File: config.mk
export PLATFORM = sky130hd
export DESIGN_NAME = lt24_picture_blitter
export DESIGN_NICKNAME = d
export VERILOG_FILES = /design/src/rtl/lt24_picture_blitter.sv
export SDC_FILE = /design/constraint.sdc
export NUM_CORES = 1
export LEC_CHECK = 0
export BUFFER_PORTS_ARGS = -buffer_cell sky130_fd_sc_hd__buf_2
export CORE_ASPECT_RATIO = 0.7
export CORE_MARGIN = 1
export CORE_UTILIZATION = 57
export DETAILED_ROUTE_END_ITERATION = 10
export PLACE_DENSITY_LB_ADDON = 0.12
export SLEW_MARGIN = 10
export SYNTH_ARGS = -nofsm -noshare
export SYNTH_HDL_FRONTEND = slang
export SYNTH_SLANG_ARGS = --single-unit
File: constraint.sdc
create_clock -name clock -period 6.35 [get_ports clock]
set_input_delay 1.5875 -clock clock [delete_from_list [all_inputs] [get_ports clock]]
set_output_delay 1.5875 -clock clock [all_outputs]
set_load 0.02 [all_outputs]
File: src/rtl/lt24_picture_blitter.sv
// Raster-scans the LT24 panel and streams one pixel per valid/ready handshake,
// taking colour from a one-cycle-latency picture ROM inside a movable, scaled window.
module lt24_picture_blitter #(
    parameter int          WIDTH      = 240,
    parameter int          HEIGHT     = 320,
    parameter int          X_BITS     = 8,
    parameter int          Y_BITS     = 9,
    parameter int          PIC_WIDTH  = 200,
    parameter int          PIC_HEIGHT = 270,
    parameter int          SCALE_LOG2 = 0,
    parameter int          ADDR_BITS  = 16,
    parameter logic [15:0] BACK_COLOR = 16'h0000,
    parameter int          KEY_ENABLE = 0,
    parameter logic [15:0] KEY_COLOR  = 16'hF81F
) (
    input  logic                 clock,
    input  logic                 reset,
    input  logic                 enable,
    input  logic [X_BITS-1:0]    picX,
    input  logic [Y_BITS-1:0]    picY,
    output logic [ADDR_BITS-1:0] romAddr,
    input  logic [15:0]          romData,
    output logic [X_BITS-1:0]    xAddr,
    output logic [Y_BITS-1:0]    yAddr,
    output logic [15:0]          pixelData,
    output logic                 pixelWrite,
    input  logic                 pixelReady,
    output logic                 busy,
    output logic                 frameDone
);

    typedef enum logic [1:0] {IDLE, FETCH, CAPTURE, PRESENT} state_t;

    // Window spans carry two extra bits so picX + span never wraps back into the panel.
    localparam logic [X_BITS+1:0]    SPAN_X  = (X_BITS+2)'(PIC_WIDTH << SCALE_LOG2);
    localparam logic [Y_BITS+1:0]    SPAN_Y  = (Y_BITS+2)'(PIC_HEIGHT << SCALE_LOG2);
    localparam logic [X_BITS-1:0]    X_LAST  = X_BITS'(WIDTH - 1);
    localparam logic [Y_BITS-1:0]    Y_LAST  = Y_BITS'(HEIGHT - 1);
    localparam logic [ADDR_BITS-1:0] PIC_W_A = ADDR_BITS'(PIC_WIDTH);

    state_t                state;
    logic [X_BITS-1:0]     pic_x_q;
    logic [Y_BITS-1:0]     pic_y_q;
    logic [X_BITS-1:0]     dx;
    logic [Y_BITS-1:0]     dy;
    logic [ADDR_BITS-1:0]  row_base;
    logic [ADDR_BITS-1:0]  col_off;
    logic                  in_x;
    logic                  in_y;
    logic                  in_window;
    logic                  key_hit;
    logic                  last_pixel;

    always_comb begin
        in_x      = (xAddr >= pic_x_q) && ({2'b00, xAddr} < ({2'b00, pic_x_q} + SPAN_X));
        in_y      = (yAddr >= pic_y_q) && ({2'b00, yAddr} < ({2'b00, pic_y_q} + SPAN_Y));
        in_window = in_x && in_y;
        dx        = xAddr - pic_x_q;
        dy        = yAddr - pic_y_q;
        row_base  = ADDR_BITS'(dy >> SCALE_LOG2) * PIC_W_A;
        col_off   = ADDR_BITS'(dx >> SCALE_LOG2);
        romAddr   = in_window ? (row_base + col_off) : '0;
        key_hit   = (KEY_ENABLE != 0) && (romData == KEY_COLOR);
        last_pixel = (xAddr == X_LAST) && (yAddr == Y_LAST);
        busy      = (state != IDLE);
    end

    // Handshake: a pixel transfers on a rising edge where pixelWrite && pixelReady;
    // pixelWrite never drops and xAddr/yAddr/pixelData never change before that edge.
    always_ff @(posedge clock or posedge reset) begin
        if (reset) begin
            state      <= IDLE;
            xAddr      <= '0;
            yAddr      <= '0;
            pic_x_q    <= '0;
            pic_y_q    <= '0;
            pixelData  <= BACK_COLOR;
            pixelWrite <= 1'b0;
            frameDone  <= 1'b0;
        end else begin
            frameDone <= 1'b0;
            case (state)
                IDLE: begin
                    if (enable) begin
                        pic_x_q <= picX;
                        pic_y_q <= picY;
                        xAddr   <= '0;
                        yAddr   <= '0;
                        state   <= FETCH;
                    end
                end
                FETCH: state <= CAPTURE;
                CAPTURE: begin
                    pixelData  <= (in_window && !key_hit) ? romData : BACK_COLOR;
                    pixelWrite <= 1'b1;
                    state      <= PRESENT;
                end
                PRESENT: begin
                    if (pixelReady) begin
                        pixelWrite <= 1'b0;
                        if (last_pixel) begin
                            frameDone <= 1'b1;
                            xAddr     <= '0;
                            yAddr     <= '0;
                            if (enable) begin
                                pic_x_q <= picX;
                                pic_y_q <= picY;
                                state   <= FETCH;
                            end else begin
                                state <= IDLE;
                            end
                        end else begin
                            if (xAddr == X_LAST) begin
                                xAddr <= '0;
                                yAddr <= yAddr + 1'b1;
                            end else begin
                                xAddr <= xAddr + 1'b1;
                            end
                            state <= FETCH;
                        end
                    end
                end
                default: state <= IDLE;
            endcase
        end
    end

endmodule

==> flow_results.xml <==
<?xml version="1.0" encoding="UTF-8"?>
<metrics>
  <group name="sta">
    <metric name="report.final.slew_viol_count" unit="">0</metric>
    <metric name="final_critical_path_setup_slack" unit="ns">0.01500</metric>
    <metric name="worst_slew_margin_rel" unit="">0.2850</metric>
    <metric name="finalWorstPathRequiredPeriod" unit="ns">6.335</metric>
    <metric name="final-setup-viol-count" unit="">0</metric>
    <metric name="worst_pin_slew" unit="ns">1.072</metric>
    <metric name="post-route-period-util" unit="">0.9976</metric>
    <metric name="clock.fmax" unit="MHz">157.9</metric>
    <metric name="rsz0062_at_grt" unit="">true</metric>
    <metric name="clock_skew" unit="ns">0.01126</metric>
    <metric name="finalHoldViolations" unit="">0</metric>
  </group>
  <group name="floorplanning">
    <metric name="core_region_area" unit="µm²">8040</metric>
    <metric name="chipWidth" unit="µm">112.3</metric>
    <metric name="fp.dieArea" unit="µm²">8894</metric>
    <metric name="initial_utilization" unit="">0.6036</metric>
    <metric name="ports_placed_on_the_boundary" unit="">89</metric>
    <metric name="die_height" unit="µm">79.21</metric>
    <metric name="rows" unit="">27</metric>
  </group>
  <group name="global_routing">
    <metric name="track_usage" unit="">0.2615</metric>
    <metric name="antenna_found_initial" unit="">0</metric>
    <metric name="grt_pass1_vias" unit="">3905</metric>
    <metric name="overflow" unit="">0</metric>
    <metric name="global_route_wire_length_before_repair" unit="µm">18690</metric>
    <metric name="grt_max_degree" unit="">55</metric>
  </group>
  <group name="detailed_routing">
    <metric name="finalWirelength" unit="µm">11820</metric>
    <metric name="via_count" unit="">4127</metric>
    <metric name="final_antenna_net_count" unit="">0</metric>
    <metric name="detailedRoute.firstIterationViolations" unit="">324</metric>
    <metric name="firstDrtPassIters" unit="">8</metric>
    <metric name="post_drt_wl_per_cell" unit="µm">16.27</metric>
    <metric name="vias_per_cell" unit="">5.685</metric>
    <metric name="post-route-drc-count" unit="">4</metric>
  </group>
  <group name="place">
    <metric name="place.port_buffers" unit="">88</metric>
    <metric name="gp_routability_congestion" unit="">0.8265</metric>
    <metric name="detailed_place_hpwl" unit="µm">8865</metric>
    <metric name="worst_setup_timing_slack_at_the_placement_stage" unit="ns">0.07057</metric>
  </group>
  <group name="yosys">
    <metric name="synth_top_family_by_area" unit="">adder cells</metric>
    <metric name="post-synth-top-count-cell" unit="">ha_1</metric>
    <metric name="synth_top_area_share" unit="">0.2784</metric>
    <metric name="synth_cell_type_count" unit="">64</metric>
    <metric name="async_flop_share" unit="">1.000</metric>
    <metric name="synth_compound_gate_area_share" unit="">0.1539</metric>
    <metric name="synth-simple-area-share" unit="">0.1629</metric>
    <metric name="synth_nets" unit="">619</metric>
    <metric name="synth_area_leaders" unit="">dfrtp_1 28%, ha_1 18%, xnor2_1 5.1%</metric>
    <metric name="synth_seq_cells" unit="">54</metric>
    <metric name="synth-edff-count" unit="">0</metric>
    <metric name="synth_fa_ha_area_frac" unit="">0.2135</metric>
    <metric name="synth_seq_area_share" unit="">0.2784</metric>
    <metric name="synth_xor_area_frac" unit="">0.09023</metric>
    <metric name="avgSynthCellArea" unit="µm²">9.630</metric>
    <metric name="synthesized_instance_count" unit="">504</metric>
    <metric name="synth_cell_area" unit="µm²">4853</metric>
    <metric name="yosys.area.top_type" unit="">dfrtp_1</metric>
    <metric name="synth_top_cells_by_count" unit="">70 x ha_1, 54 x dfrtp_1, 51 x inv_1, 36 x nor2_1, 28 x xnor2_1</metric>
    <metric name="synth-main-ff-cell" unit="">dfrtp_1</metric>
    <metric name="yosys-mux-area-fraction" unit="">0.04924</metric>
    <metric name="yosysWarnings" unit="">0</metric>
  </group>
  <group name="cts">
    <metric name="tritoncts" unit="">done</metric>
    <metric name="clk-insertion-delay-late" unit="ns">0.30</metric>
    <metric name="cts_inserted_buffers" unit="">5</metric>
    <metric name="cts_max_path_buffers" unit="">2</metric>
    <metric name="tritoncts_num_sinks" unit="">54</metric>
    <metric name="clk_pin_slew" unit="ns">0.08</metric>
    <metric name="h-tree-depth" unit="">2</metric>
    <metric name="clock_tree.root_cell" unit="">clkbuf_16</metric>
  </group>
  <group name="cells_and_area">
    <metric name="fillerInstances" unit="">578</metric>
    <metric name="final_net_count" unit="">739</metric>
    <metric name="antennaDiodeCount" unit="">0</metric>
    <metric name="seq_area" unit="µm²">1351</metric>
    <metric name="multi_input_area" unit="µm²">3506</metric>
    <metric name="area.growth.synth_to_final" unit="%">24.65</metric>
    <metric name="drive_above_1_share" unit="">0.3296</metric>
  </group>
  <group name="setup_path">
    <metric name="r2r-start" unit="">pic_y_q[1]</metric>
    <metric name="buffers_plus_inverters_on_the_worst_setup_path" unit="">6</metric>
    <metric name="setup.worst_path.end_class" unit="">primary output</metric>
    <metric name="origin_of_the_worst_setup_path" unit="">yAddr[0]</metric>
    <metric name="critPathMaxStageDelay" unit="ns">0.49</metric>
    <metric name="critical_path_arrival" unit="ns">4.75</metric>
    <metric name="critical_path.cell_chain" unit="">inv_2 &gt; ha_4 &gt; inv_4 &gt; fa_2 &gt; buf_4 &gt; xor2_1 &gt; buf_4 &gt; ha_1 &gt; ha_1 &gt; ha_1 &gt; fa_1 &gt; a211oi_2 &gt; buf_4 &gt; o21ai_1 &gt; a21o_1 &gt; a21oi_1 &gt; xnor2_1 &gt; xnor2_1 &gt; and2_1 &gt; buf_6</metric>
    <metric name="worstSetupPathType" unit="">reg -&gt; out</metric>
    <metric name="critical_path_launch_point_type" unit="">register</metric>
    <metric name="cp_max_fanout" unit="">2</metric>
    <metric name="critical_path_required" unit="ns">4.76</metric>
    <metric name="worst_path_dominant_cell_family" unit="">adder cells</metric>
    <metric name="slowest_stage" unit="">fa_1</metric>
  </group>
  <group name="job">
    <metric name="max_cap_viol_count" unit="">0</metric>
  </group>
  <group name="outcome">
    <metric name="run_status" unit="">finished, violations left</metric>
    <metric name="violations" unit="">DRC</metric>
  </group>
  <group name="hold_path">
    <metric name="timing.hold.worst.class" unit="">reg -&gt; reg</metric>
    <metric name="min-delay-start" unit="">pixelWrite</metric>
  </group>
</metrics>
[cells by family after synthesis]
family	after synthesis
buffers and inverters	61
muxes	18
xor gates and xnor gates	50
DFF	54
and+or+nand+nor	141
AOI/OAI and AO/OA	102
adders and majority gates	78
[registers in the layout, summed over array words and instances (netlist names)]
name,cells
xAddr,8
frameDone,1
yAddr,9
state,2
pixelWrite,1
pic_x_q,8
pixelData,16
pic_y_q,9
[final timing paths]
kind / to / slack (ns) / depth (start not counted)
worst max-delay path: romAddr[15] / 0.01 / 20
worst min-delay path: pixelWrite / 0.51 / 1
worst max register to register: pixelData[12] / 2.99 / 12
worst min register to register: pixelWrite / 0.51 / 1
max in group asynchronous: pic_y_q[8] / 4.41 / 3
min in group asynchronous: pic_x_q[1] / 1.47 / 3
[timing repair]
action	CTS	global route
setup buffers	9	10
setup endpoints to repair	4	5
gates resized for setup	16	37
pin swaps	14	28
hold buffers	0	0
[cells in the final DEF (no fill, tap or decap), types with 5 or more instances in the layout]
cell type	count
ha_1	60
nand2_1	20
mux2_4	10
dfrtp_1	54
and2_1	12
a31o_1	16
xnor2_1	25
a21oi_1	19
nor4_1	6
nor2_1	33
buf_2	85
inv_1	43
nand3_1	13
a211oi_2	5
inv_2	8
a21o_1	9
clkbuf_16	5
o21bai_1	5
mux2_2	7
nor2b_1	19
ha_4	10
o21a_1	5
nand4_1	7
fa_1	7
xor2_1	20
o21ai_0	13
buf_4	34
[metrics by stage]
step	utilization	TNS, ns	cells	area, µm²	hold WS (ns)
2_1_floorplan	-	0	504	4853	0.4814
3_3_place_gp	0.6811	0	699	5477	0.4854
3_5_place_dp	0.6811	0	699	5477	0.4877
6_report	0.7524	0	726	6050	0.5082
4_1_cts	0.7207	0	716	5794	0.5127
5_1_grt	0.7524	-0.4784	726	6050	0.5335
[metal layers]
layer	global-route usage	wire, µm	vias up
li1	-	-	2008
met1	0.3783	5587	1971
met2	0.4180	5515	135
met3	0.03588	592	13
met4	0.05600	119	0
met5	0	0	-
[layout make-up]
| type | count | area share |
|---|---|---|
| clock buffer | 5 | 0.02068 |
| clock inverter | 3 | 0.004757 |
| timing repair buffer | 122 | 0.1181 |
| tap | 101 | 0.02089 |
| multi-input combinational | 389 | 0.5795 |
| sequential | 54 | 0.2234 |
| inverter | 52 | 0.03268 |
Power is left out: the tool's default activity adds up to more than one toggle a clock period on the data nets, which glitch-free logic cannot reach.
